<file path="config.mk">
export PLATFORM = sky130hd
export DESIGN_NAME = branch_flag_unit
export DESIGN_NICKNAME = d
export VERILOG_FILES = /design/src/rtl/legv8_flags_pkg.sv /design/src/rtl/bcond_eval.sv /design/src/rtl/branch_flag_unit.sv
export SDC_FILE = /design/constraint.sdc
export NUM_CORES = 1
export LEC_CHECK = 0
export CORE_AREA = 10 10 47 49
export CTS_CLUSTER_DIAMETER = 150
export CTS_CLUSTER_SIZE = 40
export DETAILED_ROUTE_END_ITERATION = 6
export DIE_AREA = 0 0 57 59
export GPL_ROUTABILITY_DRIVEN = 0
export PLACE_DENSITY = 0.75
export SETUP_SLACK_MARGIN = 0.5
export SLEW_MARGIN = 25
export SYNTH_ARGS = -nofsm -noshare
export SYNTH_HDL_FRONTEND = slang
export SYNTH_SLANG_ARGS = --single-unit
</file>
<file path="constraint.sdc">
create_clock -name clk -period 3 [get_ports clk]
set_input_delay 0.6 -clock clk [delete_from_list [all_inputs] [get_ports clk]]
set_output_delay 0.6 -clock clk [all_outputs]
set_load 0.05 [all_outputs]
</file>
<file path="src/rtl/legv8_flags_pkg.sv">
// Shared types and constants for the LEGv8 NZCV flag register and the
// conditional-branch resolution logic.
package legv8_flags_pkg;

  // LEGv8 condition codes as encoded in B.cond.
  typedef enum logic [3:0] {
    COND_EQ = 4'b0000,
    COND_NE = 4'b0001,
    COND_HS = 4'b0010,
    COND_LO = 4'b0011,
    COND_MI = 4'b0100,
    COND_PL = 4'b0101,
    COND_VS = 4'b0110,
    COND_VC = 4'b0111,
    COND_HI = 4'b1000,
    COND_LS = 4'b1001,
    COND_GE = 4'b1010,
    COND_LT = 4'b1011,
    COND_GT = 4'b1100,
    COND_LE = 4'b1101,
    COND_AL = 4'b1110,
    COND_NV = 4'b1111
  } cond_e;

  // Conditional branch flavours presented by the ID stage.
  typedef enum logic [1:0] {
    BR_BCOND = 2'b00,
    BR_CBZ   = 2'b01,
    BR_CBNZ  = 2'b10,
    BR_RSVD  = 2'b11
  } br_kind_e;

  // Bit positions inside the packed {N,Z,C,V} flag vector.
  localparam int NZCV_N = 3;
  localparam int NZCV_Z = 2;
  localparam int NZCV_C = 1;
  localparam int NZCV_V = 0;

  // Architectural flag value after reset.
  localparam logic [3:0] FLAGS_RESET = 4'b0000;

endpackage

</file>
<file path="src/rtl/bcond_eval.sv">
// Combinational evaluation of a LEGv8 condition code against an NZCV vector.
// Kept standalone so conditional-select logic can share it later.
module bcond_eval
  import legv8_flags_pkg::*;
(
  input  cond_e      cond,
  input  logic [3:0] nzcv,
  output logic       taken
);

  logic n, z, c, v;

  assign n = nzcv[NZCV_N];
  assign z = nzcv[NZCV_Z];
  assign c = nzcv[NZCV_C];
  assign v = nzcv[NZCV_V];

  // Map each condition code to its flag predicate; AL and NV always take.
  always_comb begin
    taken = 1'b1;
    case (cond)
      COND_EQ: taken = z;
      COND_NE: taken = !z;
      COND_HS: taken = c;
      COND_LO: taken = !c;
      COND_MI: taken = n;
      COND_PL: taken = !n;
      COND_VS: taken = v;
      COND_VC: taken = !v;
      COND_HI: taken = c & !z;
      COND_LS: taken = !(c & !z);
      COND_GE: taken = (n == v);
      COND_LT: taken = (n != v);
      COND_GT: taken = !z & (n == v);
      COND_LE: taken = !(!z & (n == v));
      COND_AL: taken = 1'b1;
      COND_NV: taken = 1'b1;
      default: taken = 1'b1;
    endcase
  end

endmodule

</file>
<file path="src/rtl/branch_flag_unit.sv">
// Architectural NZCV register plus conditional-branch resolver (B.cond, CBZ,
// CBNZ). The decision is registered: a branch sitting in ID during cycle t
// shows up as br_done/br_taken during cycle t+1.
//
// Issue protocol: id_br_valid qualifies id_br_kind/id_cond/id_rt_zero in the
// same cycle. A branch is consumed (resolved) in a cycle where id_br_valid=1,
// flush=0, stall=0 and flag_stall=0; otherwise the upstream logic must keep
// presenting it (or flush it). br_done is a single-cycle pulse per resolved
// branch and br_taken is only meaningful while br_done=1.
module branch_flag_unit
  import legv8_flags_pkg::*;
#(
  parameter int FORWARD_EN = 1
) (
  input  logic       clk,
  input  logic       reset_n,
  input  logic       stall,
  input  logic       flush,
  input  logic       ex_set_flags,
  input  logic       ex_zero,
  input  logic       ex_neg,
  input  logic       ex_carry,
  input  logic       ex_ovf,
  input  logic       id_br_valid,
  input  logic [1:0] id_br_kind,
  input  logic [3:0] id_cond,
  input  logic       id_rt_zero,
  output logic [3:0] flags,
  output logic       br_done,
  output logic       br_taken,
  output logic       flag_stall
);

  localparam bit FWD = (FORWARD_EN != 0);

  logic [3:0] ex_nzcv;
  logic [3:0] eff_flags;
  logic       is_bcond;
  logic       cond_taken;
  logic       fire;
  logic       taken_next;
  br_kind_e   kind;

  assign ex_nzcv  = {ex_neg, ex_zero, ex_carry, ex_ovf};
  assign kind     = br_kind_e'(id_br_kind);
  assign is_bcond = (kind == BR_BCOND);

  // Bypass: a flag-setting instruction in EX feeds a B.cond in ID directly.
  assign eff_flags = (FWD && ex_set_flags) ? ex_nzcv : flags;

  // Without the bypass, a B.cond must wait for the EX flag write to land.
  assign flag_stall = !FWD && id_br_valid && is_bcond && ex_set_flags;

  assign fire = id_br_valid && !flush && !stall && !flag_stall;

  bcond_eval u_bcond_eval (
    .cond  (cond_e'(id_cond)),
    .nzcv  (eff_flags),
    .taken (cond_taken)
  );

  // Select the decision for the branch flavour; reserved kind never takes.
  always_comb begin
    taken_next = 1'b0;
    case (kind)
      BR_BCOND: taken_next = cond_taken;
      BR_CBZ:   taken_next = id_rt_zero;
      BR_CBNZ:  taken_next = !id_rt_zero;
      BR_RSVD:  taken_next = 1'b0;
      default:  taken_next = 1'b0;
    endcase
  end

  // NZCV register: written by flag-setting EX instructions unless frozen.
  // flush only targets the younger branch in ID, so it does not block this.
  always_ff @(posedge clk or negedge reset_n) begin
    if (!reset_n) begin
      flags <= FLAGS_RESET;
    end else if (ex_set_flags && !stall) begin
      flags <= ex_nzcv;
    end
  end

  // Registered decision: one pulse per resolved branch, cleared otherwise.
  always_ff @(posedge clk or negedge reset_n) begin
    if (!reset_n) begin
      br_done  <= 1'b0;
      br_taken <= 1'b0;
    end else begin
      br_done  <= fire;
      br_taken <= fire && taken_next;
    end
  end

endmodule
</file>
==> results of run 1 <==
[worst register-to-register path: stages (launching register included)]
cell and delay [ns]:
dfrtp_1 0.41, xor2_1 0.19, mux2i_1 0.16, mux2_2 0.34
o21ai_0 0.17, a31oi_1 0.11
[power by group through the flow]
stage	sequential, mW	combinational (mW)	clock (mW)
2_1_floorplan	0.131	0.0499	0
6_report	0.0996	0.131	0.0718
3_3_place_gp	0.100	0.131	0
5_1_grt	0.102	0.140	0.0835
4_1_cts	0.0994	0.133	0.0759
3_5_place_dp	0.100	0.132	0
[routing by layer]
metal	share of wire [%]	wire length, um	up-vias	track usage (%)
li1	-	-	240	-
met5	0	0	-	0
met3	8.5	112	3	4.29
met2	53	690	15	14.6
met4	1.7	22	0	4.70
met1	37	487	224	7.31
[synthesized netlist by cell type, drive strengths merged (2+ instances only)]
cell type  number
a21oi           2
buf             3
dfrtp           6
mux2            5
mux2i           6
nand2           2
nand3b          2
nor2            2
nor3            3
nor3b           2
o21ai           4
or3b            2
xor2            2
[state kept, by name, indices dropped and copies added (netlist names)]
name,flops
br_taken,1
br_done,1
flags,4
[layout make-up]
| cell class | count | area [um^2] | share of cell area (%) |
|---|---|---|---|
| Sequential cell | 6 | 150 | 20.2 |
| Timing Repair Buffer | 22 | 220 | 29.6 |
| Inverter | 1 | 3.75 | 0.504 |
| Clock buffer | 3 | 22.5 | 3.03 |
| Tap cell | 16 | 20.0 | 2.69 |
| Multi-Input combinational cell | 42 | 328 | 44.0 |
[through the flow]
stage,power [mW],util [%]
after detailed placement,0.233,51.5
after global routing,0.325,53.1
after floorplan,0.181,-
after global placement,0.231,51.5
final,0.303,53.1
after CTS,0.308,53.1
[path summary, 6_finish.rpt]
path / startpoint / endpoint / slack (ns) / depth (start not counted)
min in group asynchronous: reset_n / br_taken / 0.60 / 1
worst max register to register: flags[3] / br_taken / 1.49 / 5
worst min-delay path: flags[1] / flags[1] / 0.57 / 1
worst max-delay path: ex_set_flags / br_taken / 0.89 / 6
max in group asynchronous: reset_n / flags[0] / 2.19 / 1
worst min register to register: flags[1] / flags[1] / 0.57 / 1
[kinds of logic after synthesis]
group / Yosys count / synth area share, %
AND/OR/NAND/NOR: 17 / 22.0
multiplexers: 11 / 23.0
AO/OA/AOI/OAI: 10 / 13.9
flip-flops: 6 / 29.7
buffers and inverters: 4 / 5.44
XOR/XNOR: 3 / 5.20
other: 1 / 0.742
==> results.toml, run 1 <==
[outcome]
run_status = "completed"

[detailed_routing]
drc_errors = 0
drtIter0Drc = 4
avgRoutedWirePerCell_um = 14.6
avgViaCountPerCell = 5.36
wirelength_um = 1310
num_vias = 482
first_pass_iters = 4
detail-route-antenna-nets = 0

[timing]
fmax_mhz = 473
slew_headroom_pct = 66.0
setup_viol = 0
min_period_ns = 2.11
period_share_pct = 70.5
setup_ws_ns = 0.886
hold_viol_final = 0
slew_violations = 0
hold_slack_ns = 0.567
finalSetupTns_ns = 0
finalClockSkew_ns = 0.000312
worstMarginPinSlew_ns = 0.508
rsz0062_at_grt = "no"

[floorplan]
rows = 14
die_w_um = 57
start_util_pct = 36.1
coreArea_mm2 = 0.00140
dieArea_mm2 = 0.00336
dieHeight_um = 59
io_pins = 24

[place]
post-place-cells = 87
io_buffer_count = 22
placed_cell_area_um2 = 722
dp_hpwl_um = 1140
post-place-ws_ns = 0.636

[hold_path]
holdCritPathClass = "register to register"

[job]
drv_cap = 0

[synthesis]
synth_top_cell_area_share_pct = 29.7
yosysTopAreaCell = "dfrtp_1"
synth_area_um2 = 505
ys_ff_latch = 6
ys.flop_type = "dfrtp_1"
synth_edf_count = 0
postSynth.asyncResetShare_pct = 100
seq_area_frac_synth_pct = 29.7
synthCells = 52
synth_area_leaders = "dfrtp_1 (30%), mux2i_1 (12%), mux2_2 (11%)"
syn_nets = 69
yosysUniqueCellTypes = 27
syn_area_per_cell_um2 = 9.72
yosys_warnings = 0

[setup_path]
end_kind = "register"
startpoint_type = "input port"
worstPathArrival_ns = 2.27
critPathTopFamily = "simple AND/OR/NAND/NOR gates"
max_stage_delay_ns = 0.61
crit_chain = "clkdlybuf4s50_1, or3b_1, a21oi_1, nor3_1, nand4bb_1, a31oi_1"
worst-path-buf-inv = 1
crit_type = "input port to register"
crit_slowest_cell = "clkdlybuf4s50_1"
crit_fanout = 10
crit_required_ns = 3.16

[global_route]
grt_max_degree = 11
antenna_found_initial = 0
grtUsageTotal_pct = 8.19
grt_overflow = 0
grt_pass1_wl_um = 2260
grt_pass1_vias = 551

[clocking]
cts_num_sinks = 6
clk_pin_slew_ns = 0.04
hold_buffers = 0
cts_tree = "yes"
clk_latency_ns = 0.24
cts_resized = 0
cts_root_buf = "clkbuf_4"
numCtsBuffers = 3
cts.path.max_buffers = 2
cts.htree.levels = 1
post_cts_buffers = 0

[power_and_ir_drop]
p_switching_uw = 107
peakVddDrop_mv = 0.333
switching_share_pct = 35.3
p_leak_nw = 0.290
pwr_density_cell_mw_per_mm2 = 406
internal_power_uw = 196
p_seq_share_pct = 32.9
combPwrFrac_pct = 43.4
clkPwrFrac_pct = 23.7

[final_layout]
drive_above_1_share_pct = 13.5
synthToLayoutAreaGrowth_pct = 47.3
instances_no_fill = 90
fin_nets = 93
fill_cells = 132
diodes = 0
final_common_cell = "clkdlybuf4s50_1"
design_area_um2 = 744
layout_common_cells = "clkdlybuf4s50_1 (22), mux2i_1 (6), dfrtp_1 (6)"
No activity file was read; power rests on OpenSTA's default activity.
==> inputs of run 2 (changes only) <==
--- a/config.mk
+++ b/config.mk
@@ -5,13 +5,13 @@
 export SDC_FILE = /design/constraint.sdc
 export NUM_CORES = 1
 export LEC_CHECK = 0
-export CORE_AREA = 10 10 47 49
+export CORE_MARGIN = 10
+export CORE_UTILIZATION = 39
 export CTS_CLUSTER_DIAMETER = 150
 export CTS_CLUSTER_SIZE = 40
 export DETAILED_ROUTE_END_ITERATION = 6
-export DIE_AREA = 0 0 57 59
 export GPL_ROUTABILITY_DRIVEN = 0
-export PLACE_DENSITY = 0.75
+export PLACE_DENSITY = 0.77
 export SETUP_SLACK_MARGIN = 0.5
 export SLEW_MARGIN = 25
 export SYNTH_ARGS = -nofsm -noshare
==> constraint.sdc (replaced) <==
create_clock -name clk -period 2.2 [get_ports clk]
set_input_delay 0.44 -clock clk [delete_from_list [all_inputs] [get_ports clk]]
set_output_delay 0.44 -clock clk [all_outputs]
set_load 0.05 [all_outputs]
==> results.toml, run 2 (same netlist as run 1, synthesis figures left out) <==
[clocking]
cts.htree.levels = 1
numCtsBuffers = 3
cts_num_sinks = 6
cts_tree = "yes"
hold_buffers = 0
clk_pin_slew_ns = 0.05
cts.path.max_buffers = 2
cts_root_buf = "clkbuf_4"
post_cts_buffers = 0
clk_latency_ns = 0.25

[final_layout]
largestRegisters = "flags (4), br_done (1), br_taken (1)"
layout_common_cells = "clkdlybuf4s50_1 (12), dlygate4sd2_1 (10), mux2i_1 (6), dfrtp_1 (6), mux2_2 (5)"
diodes = 0
drive_above_1_share_pct = 15.8
instances_no_fill = 90
top_register = "flags"
fin_nets = 95
largest_register_ffs = 4
fill_cells = 102
synthToLayoutAreaGrowth_pct = 47.3
final_common_cell = "clkdlybuf4s50_1"
final_util_pct = 63.6

[detailed_routing]
avgRoutedWirePerCell_um = 17.0
drtIter0Drc = 7
num_vias = 504
drc_errors = 0
detail-route-antenna-nets = 0
wirelength_um = 1530
avgViaCountPerCell = 5.60
first_pass_iters = 5

[global_route]
grt_pass1_wl_um = 2550
antenna_found_initial = 0
grt_pass1_vias = 533
grtUsageTotal_pct = 9.66
grt_max_degree = 9
grt_overflow = 0

[floorplan]
dieArea_mm2 = 0.00314
io_pins = 24
dieHeight_um = 56
start_util_pct = 43.2
die_w_um = 56
rows = 12
coreArea_mm2 = 0.00117

[setup_path]
max_stage_delay_ns = 0.56
reg2reg_slack_ns = 0.70
regToRegEndpoint = "br_taken"
reg2regPathDepth = 5
worst-path-buf-inv = 1
r2r-start = "flags[2]"
crit_required_ns = 1.76
crit_fanout = 4
crit_type = "register to primary output"
worstPathArrival_ns = 1.20
end_kind = "primary output"
crit_chain = "dlygate4sd2_1"
critPathTopFamily = "buffers and inverters"
startpoint_type = "register"
crit_slowest_cell = "dlygate4sd2_1"

[timing]
hold_viol_final = 0
min_period_ns = 1.64
setup_viol = 0
slew_violations = 0
hold_slack_ns = 0.431
finalSetupTns_ns = 0
rsz0062_at_grt = "no"
finalClockSkew_ns = 0.00789
period_share_pct = 74.4
fmax_mhz = 611

[place]
io_buffer_count = 22
dp_hpwl_um = 1250
post-place-cells = 87

[outcome]
run_status = "completed"

[power_and_ir_drop]
p_leak_nw = 0.318
total_power_uw = 412
peakVddDrop_mv = 0.429
pwr_density_cell_mw_per_mm2 = 553

[hold_path]
holdCritPathClass = "input port to asynchronous set/reset pin"

[job]
drv_cap = 0
-- run 2: changes by cell type in the layout (fill, tap and decap cells not counted) --
cell             change
dlygate4sd2_1       +10
buf_4                +2
o21ai_0              -1
clkdlybuf4s50_1     -10
o21ai_1              +1
-- run 2: through the flow --
step / setup slack [ns] / area, um^2
global placement: 0.104 / 734
finish: 0.564 / 744
global route: 0.505 / 744
CTS: 0.551 / 744
detailed placement: 0.110 / 734
floorplan: 0.547 / 505
-- run 2: metal layers --
layer,vias up,global-route usage (%),wire length [um]
met3,3,5.01,140
met4,0,3.07,19
met2,25,15.1,772
met5,-,0,0
li1,245,-,-
met1,231,11.0,600
-- run 2: worst max path at each step --
stage                          end    startpoint  depth (start not counted)
after floorplan           br_taken      flags[3]                          5
after global placement    br_taken  ex_set_flags                          7
after detailed placement  br_taken  ex_set_flags                          7
after CTS                 flags[0]      flags[0]                          1
after global routing      flags[2]      flags[2]                          1
final                     flags[3]      flags[3]                          1
-- run 2: power breakdown --
group | internal (mW) | switching [mW]
clock | 0.0618 | 0.0412
sequential | 0.123 | 0.0131
combinational | 0.0734 | 0.0995
total | 0.258 | 0.154
-- run 2: worst reg2reg max path, stage by stage (launching register included) --
cell and delay (ns):
dfrtp_1 0.40, or3b_1 0.40, o22ai_2 0.19, nor3_1 0.06, nand4bb_1 0.19, a31oi_1 0.19
-- run 2: area by class of cell --
class / instances / area, um^2 / area share (%)
Multi-Input combinational cell: 42 / 328 / 44.0
Timing Repair Buffer: 24 / 223 / 29.9
Sequential cell: 6 / 150 / 20.2
Clock buffer: 3 / 22.5 / 3.03
Tap cell: 14 / 17.5 / 2.35
Inverter: 1 / 3.75 / 0.504
-- run 2: repair_timing --
action / CTS / global route
gates resized for setup: 11 / 0
hold endpoints to repair: 0 / 0
endpoints found under the setup margin: 11 / 0
==> inputs of run 3 (changes only) <==
==> constraint.sdc (replaced) <==
create_clock -name clk -period 1.65 [get_ports clk]
set_input_delay 0.33 -clock clk [delete_from_list [all_inputs] [get_ports clk]]
set_output_delay 0.33 -clock clk [all_outputs]
set_load 0.05 [all_outputs]
==> results.toml, run 3 (same netlist as run 1, synthesis figures left out) <==
[timing]
slew_violations = 0
setup_viol = 0
setup_ws_ns = 0.123
hold_slack_ns = 0.324
period_share_pct = 92.6
min_period_ns = 1.53
finalClockSkew_ns = 0.000423
fmax_mhz = 655
finalSetupTns_ns = 0
rsz0062_at_grt = "yes"
hold_viol_final = 0

[setup_path]
crit_required_ns = 1.77
crit_slowest_cell = "dfrtp_2"
crit_chain = "xor2_2, mux2i_1, mux2_2, o21ai_1, a31oi_1"
reg2reg_slack_ns = 0.12
regToRegEndpoint = "br_taken"
r2r-start = "flags[0]"
max_stage_delay_ns = 0.43
crit_fanout = 2
reg2regPathDepth = 5
startpoint = "flags[0]"
crit_type = "register to register"
critPathCapture = "br_taken"
end_kind = "register"
worstPathArrival_ns = 1.64
startpoint_type = "register"

[detailed_routing]
avgRoutedWirePerCell_um = 16.7
drc_errors = 0
num_vias = 544
drtIter0Drc = 10
avgViaCountPerCell = 5.44
detail-route-antenna-nets = 0
wirelength_um = 1670
first_pass_iters = 4

[power_and_ir_drop]
clkPwrFrac_pct = 22.0
internal_power_uw = 425
p_switching_uw = 229
peakVddDrop_mv = 0.593
p_seq_share_pct = 28.9
p_leak_nw = 0.378
pwr_density_cell_mw_per_mm2 = 739
switching_share_pct = 35.0
combPwrFrac_pct = 49.2

[clocking]
clk_latency_ns = 0.24
clk_pin_slew_ns = 0.04
cts_num_sinks = 6
cts.path.max_buffers = 2
numCtsBuffers = 3
cts_tree = "yes"
cts_root_buf = "clkbuf_4"
cts.htree.levels = 1

[final_layout]
diodes = 0
fill_cells = 85
synthToLayoutAreaGrowth_pct = 75.0
largestRegisters = "flags (4), br_done (1), br_taken (1)"
largest_register_ffs = 4
drive_above_1_share_pct = 44.2
regArea_um2 = 155
top_register = "flags"
layout_common_cells = "clkdlybuf4s50_1 (11), buf_4 (9), buf_6 (6)"
fin_nets = 104
instances_no_fill = 100
multi_input_area_um2 = 362
final_common_cell = "clkdlybuf4s50_1"

[global_route]
grt_max_degree = 9
antenna_found_initial = 0
grt_pass1_vias = 530
grtUsageTotal_pct = 10.1
grt_pass1_wl_um = 2530
grt_overflow = 0

[floorplan]
dieHeight_um = 56
die_w_um = 56
coreArea_mm2 = 0.00117
start_util_pct = 43.2
rows = 12
io_pins = 24
dieArea_mm2 = 0.00314

[place]
io_buffer_count = 22
post-place-ws_ns = -0.294
dp_hpwl_um = 1270
post-place-cells = 91

[hold_path]
holdCritPathClass = "input port to asynchronous set/reset pin"

[job]
drv_cap = 0

[outcome]
run_status = "completed"
[run 3: cell types whose count changed in the layout (fill, tap and decap cells not counted), moves of 4 or more]
| cell | before | now |
|---|---|---|
| buf_4 | 2 | 9 |
| dlygate4sd2_1 | 10 | 4 |
| buf_6 | 0 | 6 |
| dfrtp_2 | 0 | 4 |
| dfrtp_1 | 6 | 2 |
[run 3: final cells by class]
cell class	instances	share of cell area, %
multi-input cells	42	40.9
repair buffers	33	36.2
flip-flops and latches	6	17.5
clock buffers	4	2.97
well taps	14	1.98
inverters	1	0.424
[run 3: per-layer routing]
layer | track usage (%) | wire (um) | up-vias
li1 | - | - | 263
met1 | 11.1 | 704 | 257
met2 | 16.1 | 861 | 22
met3 | 3.42 | 86 | 2
met4 | 6.14 | 18 | 0
met5 | 0 | 0 | -
[run 3: metrics by stage]
stage / area (um^2) / total power [mW] / utilization (%)
4_1_cts: 855 / 0.642 / 73.0
3_3_place_gp: 781 / 0.450 / 66.7
6_report: 885 / 0.654 / 75.5
2_1_floorplan: 524 / 0.338 / -
3_5_place_dp: 781 / 0.458 / 66.7
5_1_grt: 885 / 0.688 / 75.5
[run 3: critical path, delay by kind of cell, from the launching register on]
kind                      cells  cell delay (ns)
DFF                           1             0.43
AOI/OAI and AO/OA             2             0.23
xor gates and xnor gates      1             0.20
muxes                         2             0.54
[run 3: power groups by stage]
| stage | combinational (mW) | sequential [mW] | clock (mW) |
|---|---|---|---|
| after global placement | 0.259 | 0.191 | 0 |
| after floorplan | 0.0945 | 0.243 | 0 |
| after CTS | 0.300 | 0.189 | 0.153 |
| final | 0.321 | 0.189 | 0.143 |
| after global routing | 0.338 | 0.190 | 0.160 |
| after detailed placement | 0.265 | 0.193 | 0 |
[run 3: repair_timing]
| item | in CTS | in global routing |
|---|---|---|
| setup buffers | 3 | 2 |
| pin swaps | 6 | 3 |
| gates resized for setup | 13 | 7 |
| hold buffers | 0 | 0 |
| setup endpoints to repair | 9 | 10 |
[run 3: worst min-delay path by stage]
stage / startpoint / to / slack [ns] / cells past startpoint
floorplan: reset_n / br_done / 0.03 / 0
global placement: flags[1] / flags[1] / 0.54 / 1
detailed placement: flags[1] / flags[1] / 0.55 / 1
CTS: reset_n / flags[3] / 0.32 / 1
global route: reset_n / flags[3] / 0.32 / 1
finish: reset_n / flags[3] / 0.32 / 1
